`config.mk`:
```
export PLATFORM = sky130hd
export DESIGN_NAME = pipe_stage_reg
export DESIGN_NICKNAME = d
export VERILOG_FILES = /design/src/rtl/pipe_stage_reg.sv
export SDC_FILE = /design/constraint.sdc
export NUM_CORES = 1
export LEC_CHECK = 0
export BUFFER_PORTS_ARGS = -buffer_cell sky130_fd_sc_hd__buf_4
export CAP_MARGIN = 20
export CELL_PAD_IN_SITES_DETAIL_PLACEMENT = 1
export CELL_PAD_IN_SITES_GLOBAL_PLACEMENT = 1
export CORE_MARGIN = 3
export CORE_UTILIZATION = 38
export CTS_CLUSTER_SIZE = 12
export DETAILED_ROUTE_END_ITERATION = 12
export GPL_TIMING_DRIVEN = 0
export HOLD_SLACK_MARGIN = 0.1
export PLACE_DENSITY_LB_ADDON = 0.1
export SYNTH_ARGS = -nofsm -noshare
export SYNTH_HDL_FRONTEND = slang
export SYNTH_SLANG_ARGS = --single-unit
```
`constraint.sdc`:
```
create_clock -name clk -period 1.8 [get_ports clk]
set_input_delay 0.45 -clock clk [delete_from_list [all_inputs] [get_ports clk]]
set_output_delay 0.45 -clock clk [all_outputs]
set_load 0.01 [all_outputs]
```
`src/rtl/pipe_stage_reg.sv`:
```
// pipe_stage_reg: parametrised inter-stage register with valid/ready
// handshake, 2-entry skid buffer, synchronous flush and bubble gating.
//
// Ports:
//   clk        rising-edge clock
//   rst        asynchronous active-low reset
//   flush      synchronous flush, empties the stage
//   in_valid   upstream payload valid
//   in_ready   stage can accept (registered)
//   in_data    NUM_DATA words, word k at [k*DATA_W +: DATA_W]
//   in_rd      upstream destination register
//   in_ctrl    upstream control bits
//   out_valid  head entry valid
//   out_ready  downstream accepts (low = stall)
//   out_data   head-entry data words (not gated)
//   out_rd     head-entry destination, 0 when out_valid=0
//   out_ctrl   head-entry control, 0 when out_valid=0
//   occupancy  entries held: 0, 1 or 2
//
// Optional build macro PIPE_STAGE_PERF_EN adds saturating counters:
//   stall_cnt  cycles with out_valid=1 and out_ready=0
//   bubble_cnt cycles with out_valid=0 (outside reset)

module pipe_stage_reg #(
    parameter int DATA_W   = 32,
    parameter int NUM_DATA = 3,
    parameter int RD_W     = 5,
    parameter int CTRL_W   = 3
) (
    input  logic                       clk,
    input  logic                       rst,
    input  logic                       flush,
    input  logic                       in_valid,
    output logic                       in_ready,
    input  logic [NUM_DATA*DATA_W-1:0] in_data,
    input  logic [RD_W-1:0]            in_rd,
    input  logic [CTRL_W-1:0]          in_ctrl,
    output logic                       out_valid,
    input  logic                       out_ready,
    output logic [NUM_DATA*DATA_W-1:0] out_data,
    output logic [RD_W-1:0]            out_rd,
    output logic [CTRL_W-1:0]          out_ctrl,
    output logic [1:0]                 occupancy
`ifdef PIPE_STAGE_PERF_EN
    ,
    output logic [31:0]                stall_cnt,
    output logic [31:0]                bubble_cnt
`endif
);

    localparam int P = NUM_DATA * DATA_W;

    // Encoding equals the entry count so occupancy is the state itself.
    localparam logic [1:0] S_EMPTY = 2'd0;
    localparam logic [1:0] S_ONE   = 2'd1;
    localparam logic [1:0] S_FULL  = 2'd2;

    logic [1:0]        state_q, state_d;
    logic              in_ready_q, in_ready_d;

    logic [P-1:0]      main_data_q, main_data_d;
    logic [RD_W-1:0]   main_rd_q, main_rd_d;
    logic [CTRL_W-1:0] main_ctrl_q, main_ctrl_d;
    logic              main_valid_q, main_valid_d;

    logic [P-1:0]      skid_data_q, skid_data_d;
    logic [RD_W-1:0]   skid_rd_q, skid_rd_d;
    logic [CTRL_W-1:0] skid_ctrl_q, skid_ctrl_d;
    logic              skid_valid_q, skid_valid_d;

    logic              in_fire;
    logic              out_fire;

    assign in_fire  = in_valid & in_ready_q;
    assign out_fire = main_valid_q & out_ready;

    always_comb begin
        state_d      = state_q;
        main_data_d  = main_data_q;
        main_rd_d    = main_rd_q;
        main_ctrl_d  = main_ctrl_q;
        main_valid_d = main_valid_q;
        skid_data_d  = skid_data_q;
        skid_rd_d    = skid_rd_q;
        skid_ctrl_d  = skid_ctrl_q;
        skid_valid_d = skid_valid_q;

        if (flush) begin
            // Data words are left stale; gating hides rd/ctrl.
            state_d      = S_EMPTY;
            main_valid_d = 1'b0;
            skid_valid_d = 1'b0;
        end else begin
            unique case (state_q)
                S_EMPTY: begin
                    if (in_fire) begin
                        main_data_d  = in_data;
                        main_rd_d    = in_rd;
                        main_ctrl_d  = in_ctrl;
                        main_valid_d = 1'b1;
                        state_d      = S_ONE;
                    end
                end
                S_ONE: begin
                    if (in_fire && out_fire) begin
                        main_data_d = in_data;
                        main_rd_d   = in_rd;
                        main_ctrl_d = in_ctrl;
                    end else if (in_fire) begin
                        // Head is stalled: park the newcomer behind it.
                        skid_data_d  = in_data;
                        skid_rd_d    = in_rd;
                        skid_ctrl_d  = in_ctrl;
                        skid_valid_d = 1'b1;
                        state_d      = S_FULL;
                    end else if (out_fire) begin
                        main_valid_d = 1'b0;
                        state_d      = S_EMPTY;
                    end
                end
                S_FULL: begin
                    if (out_fire) begin
                        main_data_d  = skid_data_q;
                        main_rd_d    = skid_rd_q;
                        main_ctrl_d  = skid_ctrl_q;
                        skid_valid_d = 1'b0;
                        state_d      = S_ONE;
                    end
                end
                default: begin
                    state_d      = S_EMPTY;
                    main_valid_d = 1'b0;
                    skid_valid_d = 1'b0;
                end
            endcase
        end

        // Registered ready: only looks at our own next state.
        in_ready_d = (state_d != S_FULL);
    end

    always_ff @(posedge clk or negedge rst) begin
        if (!rst) begin
            state_q      <= S_EMPTY;
            in_ready_q   <= 1'b1;
            main_data_q  <= '0;
            main_rd_q    <= '0;
            main_ctrl_q  <= '0;
            main_valid_q <= 1'b0;
            skid_data_q  <= '0;
            skid_rd_q    <= '0;
            skid_ctrl_q  <= '0;
            skid_valid_q <= 1'b0;
        end else begin
            state_q      <= state_d;
            in_ready_q   <= in_ready_d;
            main_data_q  <= main_data_d;
            main_rd_q    <= main_rd_d;
            main_ctrl_q  <= main_ctrl_d;
            main_valid_q <= main_valid_d;
            skid_data_q  <= skid_data_d;
            skid_rd_q    <= skid_rd_d;
            skid_ctrl_q  <= skid_ctrl_d;
            skid_valid_q <= skid_valid_d;
        end
    end

    assign in_ready  = in_ready_q;
    assign out_valid = main_valid_q;
    assign out_data  = main_data_q;
    // A bubble must never present a live RegWrite or destination.
    assign out_rd    = main_valid_q ? main_rd_q : '0;
    assign out_ctrl  = main_valid_q ? main_ctrl_q : '0;
    assign occupancy = state_q;

`ifdef PIPE_STAGE_PERF_EN
    logic [31:0] stall_cnt_q, stall_cnt_d;
    logic [31:0] bubble_cnt_q, bubble_cnt_d;

    always_comb begin
        stall_cnt_d  = stall_cnt_q;
        bubble_cnt_d = bubble_cnt_q;
        if (main_valid_q && !out_ready && (stall_cnt_q != 32'hFFFF_FFFF))
            stall_cnt_d = stall_cnt_q + 32'd1;
        if (!main_valid_q && (bubble_cnt_q != 32'hFFFF_FFFF))
            bubble_cnt_d = bubble_cnt_q + 32'd1;
    end

    always_ff @(posedge clk or negedge rst) begin
        if (!rst) begin
            stall_cnt_q  <= '0;
            bubble_cnt_q <= '0;
        end else begin
            stall_cnt_q  <= stall_cnt_d;
            bubble_cnt_q <= bubble_cnt_d;
        end
    end

    assign stall_cnt  = stall_cnt_q;
    assign bubble_cnt = bubble_cnt_q;
`endif

endmodule

```
Word level (Yosys, flattened, before mapping):

Cells that the tools add are included.
Widths: inputs -> output; s select.

* $mul: 0
* add/sub/neg operators: 0
* mux-type cells: 27
* bitwise operators: 4
* magnitude comparators: 0
* shifts and indexed selects: 0
* reduce and logical (&&, ||, !) cells: 6
* div/mod/pow operators: 0
* equality and inequality tests: 11

Operators with widths (number)
* $mux 96: 3
* $pmux 96 s3: 1
* $mux 5: 4
* $pmux 5 s3: 1
* $mux 2: 6
* $mux 3: 4
* $ne 3x3->1 const B: 4
* $ne 2x2->1 const B: 5
* $reduce_and 5->1: 2
* $pmux 3 s3: 1
* $pmux 2 s3: 1
* $mux 1: 5
* $reduce_and 4->1: 1
* $pmux 1 s3: 1
* $reduce_bool 3->1: 1
* $and 1x1->1: 2
* $eq 2x1->1 const B: 1
* $eq 2x2->1 const B: 1
* $logic_not 2->1: 1
* $not 1->1: 2
* $logic_and 1x1->1: 1

* memory bits (writable): 0
* latch bits: 0
* memories: 0
* logic and storage cells: 57
* output and inout bits: 108
* input bits: 109
* ROM bits: 0
* register bits after elaboration: 212

Longest topological paths before layout:

Gate-level depths: netlist of the first run.

* word-level depth: 7
* depth in mapped cells: 9

Least setup slack after synthesis of the first run:

OpenSTA, ideal clock, no wires.

* kind: flip-flop to flip-flop
* start point: register state_q[0], in the netlist occupancy[0]
* end point: register main_data_q[13], in the netlist out_data[13]
* arrival: 1.705 ns
* required time: 1.668 ns
* path buffers: 5
* cell stages (with the launch flop): 10
* slack: -0.037 ns
* period minus slack after synthesis: 1.837 ns
* cell sequence: dfrtp_1 -> buf_6 -> a2bb2oi_1 -> a2111o_1 -> buf_2 -> buf_6 -> buf_6 -> buf_6 -> nand2_1 -> o21ai_1

* longest elaborated chain between the ends: 3
* elaborated cells on any way between the ends: 9
* classes of those cells: 5 x eq/ne; 1 x mux; 3 x reduce/logical

RTL lines
* start: declaration: RTL line 58 `logic [1:0] state_q, state_d;`
* start signal: assignment: RTL line 155 `state_q <= state_d;`
* $eq 2x1->1, or another cell as far along: RTL line 94 `unique case (state_q)`
* $ne 2x2->1 (no line) or $reduce_bool 3->1 (tied branches)
* $reduce_and 5->1 (no line)
* end signal: assignment: RTL line 157 `main_data_q <= main_data_d;`
* end: declaration: RTL line 61 `logic [P-1:0] main_data_q, main_data_d;`

Several ways; a longest one is shown, not always the timed one.
A chain may end at the register's enable or synchronous reset.

Worst setup path in the final report of the first run:

* start point: register state_q[0], in the netlist occupancy[0]
* end point: register main_data_q[27], in the netlist out_data[27]

Same word-level chain as after synthesis.

==> results of run 1 <==
[power by group]
part	leakage [nW]	internal [mW]	total (mW)	switching, mW
Sequential	2.60	6.68	7.84	1.16
Clock	0.363	2.68	4.56	1.87
Combinational	2.78	2.83	4.99	2.15
Total	5.74	12.2	17.4	5.19
[area by class of cell]
| type | count | area share, % |
|---|---|---|
| buffer | 44 | 3.69 |
| clock buffer | 35 | 5.62 |
| tap | 313 | 3.13 |
| sequential | 212 | 42.5 |
| clock inverter | 5 | 0.200 |
| multi-input combinational | 440 | 28.7 |
| timing repair buffer | 239 | 16.0 |
| inverter | 4 | 0.120 |
[how the worst min path moves through the flow]
stage                endpoint  slack (ps)  cells after the start
2_1_floorplan  main_ctrl_q[0]         150                      0
3_3_place_gp   main_ctrl_q[1]         460                      2
3_5_place_dp   main_ctrl_q[2]         470                      2
4_1_cts             out_valid         100                      2
5_1_grt             out_valid         120                      2
6_report            out_valid         130                      2
[registers in the layout (all words and copies together) (netlist names)]
signal	cells
skid_ctrl_q	3
skid_rd_q	5
main_rd_q	5
occupancy	2
out_valid	1
out_data	96
main_ctrl_q	3
in_ready	1
skid_data_q	96
[metal layers]
metal	vias up	share of wire, %
met5	-	0
met2	156	52
met1	3278	40
met4	0	1.4
met3	27	6.1
li1	2979	-
[layout by cell type (no fill, tap or decap), types with 2 or more instances in the layout]
master	count
o21ai_2	27
buf_6	23
clkbuf_1	8
buf_12	6
nand2_4	8
a21oi_1	2
buf_8	5
o21ai_1	39
nand2_1	56
inv_1	4
dfrtp_2	2
mux2i_1	103
and2_4	8
nand2_2	42
dfrtp_1	209
nor2_1	2
buf_2	9
clkbuf_8	6
buf_4	224
mux2_2	104
clkinv_2	5
o21ai_0	39
clkbuf_16	33
[kinds of logic (layout without fill, tap and decap cells)]
kind of cell	Yosys count	in the layout	share of synthesized area, %
flip-flops	212	212	60.0
multiplexers	208	208	25.0
AND/OR/NAND/NOR	119	119	5.35
AO/OA/AOI/OAI	113	113	6.60
buffers and inverters	51	327	2.99
[stage by stage]
step | std cells | setup TNS (ps) | total power, mW
2_1_floorplan | 703 | 0 | 9.88
3_5_place_dp | 1233 | -42830 | 12.2
4_1_cts | 1277 | -1990 | 17.0
3_3_place_gp | 1232 | -284140 | 11.8
6_report | 1292 | -5230 | 17.4
5_1_grt | 1292 | -12400 | 18.4
[repair_timing]
action                                  CTS  global route
gates cloned                              1             8
hold buffers                              1             0
buffers inserted                          5             8
endpoints found under the hold margin   103             0
resized for setup                        64           171
endpoints found under the setup margin  214           172
pin swaps                                 1            16
==> run metrics, run 1 <==
global-route wire length before repair=37000 µm; Max clock buf depth=3; CTS tree=built; Remaining Overflow, GRT=0; pin count of the biggest net entering global routing=109; Critical Path End Type=register; Post-Route WL=25100 µm; FF/Latch Area=5310 µm²; r2r setup slk=-130 ps; Die H=159 µm; Slowest cell on crit path=dfrtp_1; Hold Crit Class=input pin to register; Cell Rows=55; pwr dens=1390 nW/µm²; hold_sp=flush; area fraction of the dominant cell type after synthesis=59.7%; vias per inst=4.98; clk sink count=212; commonest cells in the netlist=dfrtp_1 (211), nand2_1 (106), mux2_2 (104), mux2i_1 (104), o21ai_0 (85); leakage=5.74 nW; DR DRC count=0; min cycle time layout=1930 ps; met3 Usage GRT=5.14%; Worst path depth=9; area leader, netlist=dfrtp_1; Starting Density=38.8%; synthesized flop and latch total=212; worst slack at placement=-340 ps; Post-Syn Area per Cell=12.6 µm²; synthesized instance count=703; Die ar.=25100 µm²; sequential share of the synthesized area=60.0%; global routing's busiest layer=met2; RR Endpoint=out_data[27]; fill cell count=2349; Netlist cell types=24; crit-path max cell delay=390 ps; All-Layer GR Usage=18.6%; worst slew pin tran=856 ps; antenna-violating nets left=0; CP Data Required Time=2190 ps; WL/cell=19.4 µm; CP bufs+invs=5; initial antenna violation count=0; Crit. Startpoint=occupancy[0]; share of cells above drive strength 1=52.1%; CP arrival=2310 ps; CP max FO=7; Post-DP Area=10900 µm²; ys async rst share=100%; M1 GR Usage=22.8%; FF-to-FF Start=occupancy[0]; fmax=519 MHz; final-report max-slew violation count=0; final core utilization=54.9%; I/O Pins=217; # setup viols final=112; Setup Skew=5.63 ps; Tcrit/Tclk final=107%; total iterations of the first detailed-routing run=4; number of enable flip-flop cells after synthesis=0; detailed-route via count=6440; Clock Tree Root=clkbuf_16; Final Cell Area=12500 µm²; Die W=159 µm; WS Path Type=register to register; most numerous cell in the Yosys netlist=dfrtp_1; area delta synth->final=41.4%; RD Place Congestion=0.772; ys flop type=dfrtp_1; Reg2Reg Depth=9; initial DRC count=194; multi-input logic area=3590 µm²; Critical Path Sink=out_data[27]; Hold Violations, Final=0; maxcap violations=0; antenna diode count=0; # nets final=1074; Mapped Nets=812; Synth warnings=0; clk slew on worst S/H paths=60 ps; synthesized cell area=8840 µm²; H-Tree Depth=1; setup ws final=-126 ps; vias in the first global route=6903; worst-path cell chain=buf_6, a2bb2oi_4, a2111o_1, buf_6, buf_12, buf_12, clkbuf_16, nand2_2, o21ai_2; Min Hold Slack=133 ps; CP delay by family, top=buffers and inverters; Slew HR=42.9%; peak supply drop=0.894 mV; routing usage on met2=33.1%; Clock Latency Late Sink=500 ps; status=finished with violations; CP startpoint kind=register; # port buffers=216; top post-synthesis cells by area=dfrtp_1 (60%), mux2_2 (13%), mux2i_1 (12%); failing checks=setup timing; unrepaired setup endpoints after global routing=true; total CTS buffers=24; HPWL after detailed placement=16900 µm; core area=22800 µm²
Power figures use the tool's default switching activity.
==> run 2, diff against run 1 <==
--- a/config.mk
+++ b/config.mk
@@ -16,6 +16,8 @@
 export GPL_TIMING_DRIVEN = 0
 export HOLD_SLACK_MARGIN = 0.1
 export PLACE_DENSITY_LB_ADDON = 0.1
+export SETUP_SLACK_MARGIN = 0.1
 export SYNTH_ARGS = -nofsm -noshare
 export SYNTH_HDL_FRONTEND = slang
 export SYNTH_SLANG_ARGS = --single-unit
+export TNS_END_PERCENT = 20
==> run 2 against run 1 <==
Against the previous run:
- the run still ends with setup timing left
- sequential share of layout area rose by 0.75 points
- count of clock-buffer cells in the layout unchanged
- critical path depth did not move
==> run metrics, run 2 (synthesized netlist as in run 1, its figures left out) <==
status=finished with violations (unchanged); failing checks=setup timing (unchanged); most common cell after layout, fill and taps aside=buf_4 (unchanged); multi-input logic area=3340 µm² (was 3590 µm²); CP bufs+invs=5 (unchanged); Critical Path End Type=register (unchanged); RR Endpoint=out_data[21] (was out_data[27]); CP arrival=2240 ps (was 2310 ps); detailed-route via count=6415 (was 6440); # port buffers=216 (unchanged); FF-to-FF Start=occupancy[0] (unchanged); clk sink count=212 (unchanged); WS Path Type=register to register (unchanged); Slew HR=60.0% (was 42.9%); Post-DP Area=10900 µm² (unchanged); Slowest cell on crit path=dfrtp_1 (unchanged); initial antenna violation count=0 (unchanged); Setup Skew=9.55 ps (was 5.63 ps); Critical Path Sink=out_data[21] (was out_data[27]); peak supply drop=0.894 mV (about the same); H-Tree Depth=1 (unchanged); CTS tree=built (unchanged); # setup viols final=52 (was 112); vias per inst=4.96 (was 4.98); Die H=159 µm (unchanged); Hold Crit Class=input pin to register (unchanged); global-route wire length before repair=37900 µm (was 37000 µm); pwr dens=1390 nW/µm² (about the same); Final Cell Area=12300 µm² (was 12500 µm²); commonest non-fill, non-tap cells in the layout=buf_4 (224), dfrtp_1 (209), mux2i_1 (104), mux2_2 (104), nand2_1 (97) (was buf_4 (224), dfrtp_1 (209), mux2_2 (104)); DR DRC count=0 (unchanged); r2r setup slk=-60 ps (was -130 ps); Starting Density=38.8% (unchanged); area delta synth->final=39.0% (was 41.4%); final core utilization=53.9% (was 54.9%); final setup TNS=-1780 ps (was -5230 ps); Clock Tree Root=clkbuf_16 (unchanged); pin count of the biggest net entering global routing=109 (unchanged); I/O Pins=217 (unchanged); CP startpoint kind=register (unchanged); vias in the first global route=7020 (was 6903); fill cell count=2376 (was 2349); CP delay by family, top=buffers and inverters (unchanged); initial DRC count=178 (was 194); Non-Filler Instances=1293 (was 1292); maxcap violations=0 (unchanged); crit-path max cell delay=390 ps (about the same); setup ws final=-60.6 ps (was -126 ps); CP Data Required Time=2180 ps (was 2190 ps); total iterations of the first detailed-routing run=4 (unchanged); clk slew on worst S/H paths=60 ps (about the same); total CTS buffers=24 (unchanged); worst slack at placement=-340 ps (unchanged); RD Place Congestion=0.772 (unchanged); antenna-violating nets left=0 (unchanged); share of cells above drive strength 1=45.5% (was 52.1%); worst slew pin tran=600 ps (was 856 ps); Remaining Overflow, GRT=0 (unchanged); Worst path depth=9 (unchanged); fmax=537 MHz (was 519 MHz); Die W=159 µm (unchanged); CP max FO=6 (was 7); unrepaired setup endpoints after global routing=true (unchanged); # nets final=1075 (was 1074); Reg2Reg Depth=9 (unchanged); placed insts=1233 (unchanged); leakage=5.69 nW (was 5.74 nW); Clock Latency Late Sink=500 ps (about the same); min cycle time layout=1860 ps (was 1930 ps); FF/Latch Area=5310 µm² (unchanged); Hold Violations, Final=0 (unchanged); Post-Route WL=24900 µm (was 25100 µm); Crit. Startpoint=occupancy[0] (unchanged); HPWL after detailed placement=16900 µm (unchanged); final-report max-slew violation count=0 (unchanged); Tcrit/Tclk final=103% (was 107%); All-Layer GR Usage=19.1% (was 18.6%); worst-path cell chain=buf_6, a2bb2oi_2, a2111o_1, buf_6, buf_12, buf_12, clkbuf_16, nand2_1, o21ai_1 (was buf_6, a2bb2oi_4, a2111o_1, buf_6, buf_12, buf_12, clkbuf_16, nand2_2, o21ai_2); Die ar.=25100 µm² (unchanged); Cell Rows=55 (unchanged); Max clock buf depth=3 (unchanged); core area=22800 µm² (unchanged); antenna diode count=0 (unchanged); WL/cell=19.3 µm (was 19.4 µm)
## run 2: cell types whose count changed in the layout (fill, tap and decap cells not counted), sizes merged
| cell | delta |
|---|---|
| clkbuf | -2 |
| bufbuf | +3 |
## run 2: metrics by stage
stage	hold slack (ps)	power (mW)
global placement	456	11.8
global route	123	18.1
detailed placement	468	12.2
finish	133	17.1
CTS	101	17.2
floorplan	154	9.88
## run 2: metal layers
layer  GRT usage, %  up-vias  share of wire (%)
met5              0        -                  0
met4           3.73        0                1.6
met3           5.08       28                6.4
met2           34.0      161                 52
met1           23.6     3260                 40
li1               -     2966                  -
## run 2: how the worst min path moves through the flow
stage,startpoint,to,slack [ps],cells past startpoint
after detailed placement,main_ctrl_q[2],main_ctrl_q[2],470,2
after floorplan,rst,main_ctrl_q[0],150,0
after CTS,flush,out_valid,100,2
after global routing,flush,out_valid,120,2
final,flush,out_valid,130,2
after global placement,main_ctrl_q[1],main_ctrl_q[1],460,2
## run 2: area by class of cell
cell class / count / area share, %
well taps: 313 / 3.19
multi-input cells: 440 / 27.2
flip-flops and latches: 212 / 43.2
inverters: 4 / 0.122
clock inverters: 5 / 0.204
plain buffers: 46 / 3.83
clock buffers: 35 / 5.72
repair buffers: 238 / 16.5
## run 2: power breakdown
group / switching, mW / total, mW / leakage (nW) / internal [mW]
Sequential: 1.08 / 7.76 / 2.60 / 6.67
Combinational: 2.06 / 4.79 / 2.73 / 2.73
Clock: 1.87 / 4.55 / 0.363 / 2.68
Total: 5.01 / 17.1 / 5.69 / 12.1
## run 2: repair_timing
item,4_1_cts,5_1_grt
resized for setup,96,48
setup buffers,10,1
hold endpoints to repair,103,0
pin swaps,5,0
hold buffers,1,0
setup endpoints to repair,218,320
cloned,6,3
## run 2: worst register-to-register path, delay by kind of cell, from the launching register on
kind            cells  cell delay (ps)
simple gates        1               60
buf+inv             5              740
flops               1              390
compound gates      3              550
==> run 3, diff against run 2 <==
==> constraint.sdc (replaced) <==
create_clock -name clk -period 1.8 [get_ports clk]
set_input_delay 0.09 -clock clk [delete_from_list [all_inputs] [get_ports clk]]
set_output_delay 0.09 -clock clk [all_outputs]
set_load 0.01 [all_outputs]
==> run 3 against run 2 <==
Against the previous run:
- the flow still finishes with violations (setup timing)
- via count rose by 8.0%
- die area stayed put
- register-to-register slack about the same
- sequential power rose by 1%
- fmax is essentially flat
- sequential cell count is the same
- combinational power is 9.6% higher
- critical path type unchanged
- largest cell class unchanged
==> run metrics, run 3 (synthesized netlist as in run 1, its figures left out) <==
clk slew on worst S/H paths=60 ps (about the same); pin count of the biggest net entering global routing=109 (unchanged); Die ar.=25100 µm² (unchanged); Die H=159 µm (unchanged); r2r setup slk=-60 ps (about the same); Tcrit/Tclk final=103% (about the same); worst slew pin tran=824 ps (was 600 ps); Remaining Overflow, GRT=0 (unchanged); antenna-violating nets left=0 (unchanged); # port buffers=216 (unchanged); total CTS buffers=24 (unchanged); worst slack at placement=-340 ps (unchanged); CP arrival=2240 ps (about the same); final-report max-slew violation count=0 (unchanged); FF/Latch Area=5310 µm² (about the same); Hold Violations, Final=0 (unchanged); most common cell after layout, fill and taps aside=buf_4 (unchanged); initial antenna violation count=1 (was 0); status=finished with violations (unchanged); CP max FO=7 (was 6); fmax=537 MHz (about the same); FF-to-FF Start=in_ready (was occupancy[0]); All-Layer GR Usage=20.4% (was 19.1%); Crit. Startpoint=in_ready (was occupancy[0]); vias per inst=4.93 (was 4.96); global routing's busiest layer=met2 (unchanged); setup ws final=-60.7 ps (was -60.6 ps); total iterations of the first detailed-routing run=4 (unchanged); routing usage on met2=37.2% (was 34.0%); H-Tree Depth=1 (unchanged); HPWL after detailed placement=16900 µm (unchanged); unrepaired setup endpoints after global routing=true (unchanged); M1 GR Usage=25.0% (was 23.6%); CTS tree=built (unchanged); I/O Pins=217 (unchanged); Post-Route WL=27100 µm (was 24900 µm); Final Cell Area=13600 µm² (was 12300 µm²); min cycle time layout=1860 ps (about the same); CP startpoint kind=register (unchanged); Cell Rows=55 (unchanged); global-route wire length before repair=40600 µm (was 37900 µm); WL/cell=19.3 µm (about the same); Hold Crit Class=input pin to async pin (was input pin to register); leakage=6.21 nW (was 5.69 nW); commonest non-fill, non-tap cells in the layout=buf_4 (235), dfrtp_1 (210), dlygate4sd3_1 (108) (was buf_4 (224), dfrtp_1 (209), mux2i_1 (104), mux2_2 (104), nand2_1 (97)); multi-input logic area=3540 µm² (was 3340 µm²); initial DRC count=199 (was 178); CP Data Required Time=2180 ps (about the same); # nets final=1186 (was 1075); share of cells above drive strength 1=44.8% (was 45.5%); WS Path Type=register to register (unchanged); Die W=159 µm (unchanged); clk sink count=212 (unchanged); maxcap violations=0 (unchanged); Clock Tree Root=clkbuf_16 (unchanged); area delta synth->final=54.0% (was 39.0%); Setup Skew=8.74 ps (was 9.55 ps); RD Place Congestion=0.772 (unchanged); met3 Usage GRT=4.27% (was 5.08%); pwr dens=1300 nW/µm² (was 1390 nW/µm²); peak supply drop=0.932 mV (was 0.894 mV); # setup viols final=24 (was 52); Clock Latency Late Sink=500 ps (about the same); Slew HR=45.1% (was 60.0%); Reg2Reg Depth=8 (was 9); DR DRC count=0 (unchanged); Critical Path Sink=out_data[14] (was out_data[21]); Critical Path End Type=register (unchanged); failing checks=setup timing (unchanged); RR Endpoint=out_data[14] (was out_data[21]); Starting Density=38.8% (unchanged); fill cell count=2290 (was 2376); Post-DP Area=10900 µm² (unchanged); final setup TNS=-660 ps (was -1780 ps); detailed-route via count=6926 (was 6415); Max clock buf depth=3 (unchanged); Min Hold Slack=222 ps (was 133 ps); vias in the first global route=7614 (was 7020); core area=22800 µm² (unchanged)
[run 3: changes by cell type in the layout (fill, tap and decap cells not counted), sizes merged]
cell,delta
buf,+3
bufbuf,-3
clkbuf,+4
diode,+1
dlygate4sd3,+107
[run 3: what timing repair did]
| item | 4_1_cts | 5_1_grt |
|---|---|---|
| resized for setup | 96 | 122 |
| pin swaps | 3 | 19 |
| endpoints found under the setup margin | 218 | 204 |
| hold buffers | 108 | 0 |
| endpoints found under the hold margin | 315 | 0 |
| buffers inserted | 10 | 4 |
| gates cloned | 5 | 5 |
[run 3: power breakdown]
group | internal (mW) | switching [mW]
Sequential | 6.68 | 1.18
Clock | 2.68 | 1.87
Combinational | 3.00 | 2.26
Total | 12.4 | 5.31
[run 3: through the flow]
stage | total power [mW] | util [%] | std cells
2_1_floorplan | 9.88 | - | 703
3_3_place_gp | 11.8 | 47.7 | 1232
3_5_place_dp | 12.2 | 47.8 | 1233
4_1_cts | 17.4 | 57.8 | 1395
5_1_grt | 18.7 | 59.7 | 1405
6_report | 17.7 | 59.7 | 1405
[run 3: layout make-up]
type,instances,share of cell area (%)
clock buffers,35,5.17
well taps,313,2.88
plain buffers,46,3.75
flip-flops and latches,212,39.0
diodes,1,0.0184
clock inverters,5,0.184
inverters,4,0.110
repair buffers,349,22.9
multi-input cells,440,26.0
[run 3: critical path, stage by stage (launching register included)]
cell,delay [ps]
dfstp_2,550
a21oi_2,70
a2111o_1,380
buf_6,160
buf_12,150
buf_12,150
buf_8,130
nand2_1,90
o21ai_2,60
[run 3: worst min-delay path by stage]
stage	cells after the start	startpoint	slack, ps	end
after detailed placement	1	rst	190	out_data[20]
after floorplan	0	rst	-210	main_ctrl_q[0]
after global placement	2	flush	280	occupancy[0]
final	2	rst	220	skid_data_q[20]
after global routing	2	rst	290	out_data[20]
after CTS	2	rst	260	out_data[20]
[run 3: per-layer routing]
layer	wire (µm)	share of wire, %	vias to the layer above
met5	0	0	-
met4	562	2.1	0
met3	1350	5.0	41
met2	14200	52	169
met1	11000	40	3530
li1	-	-	3186
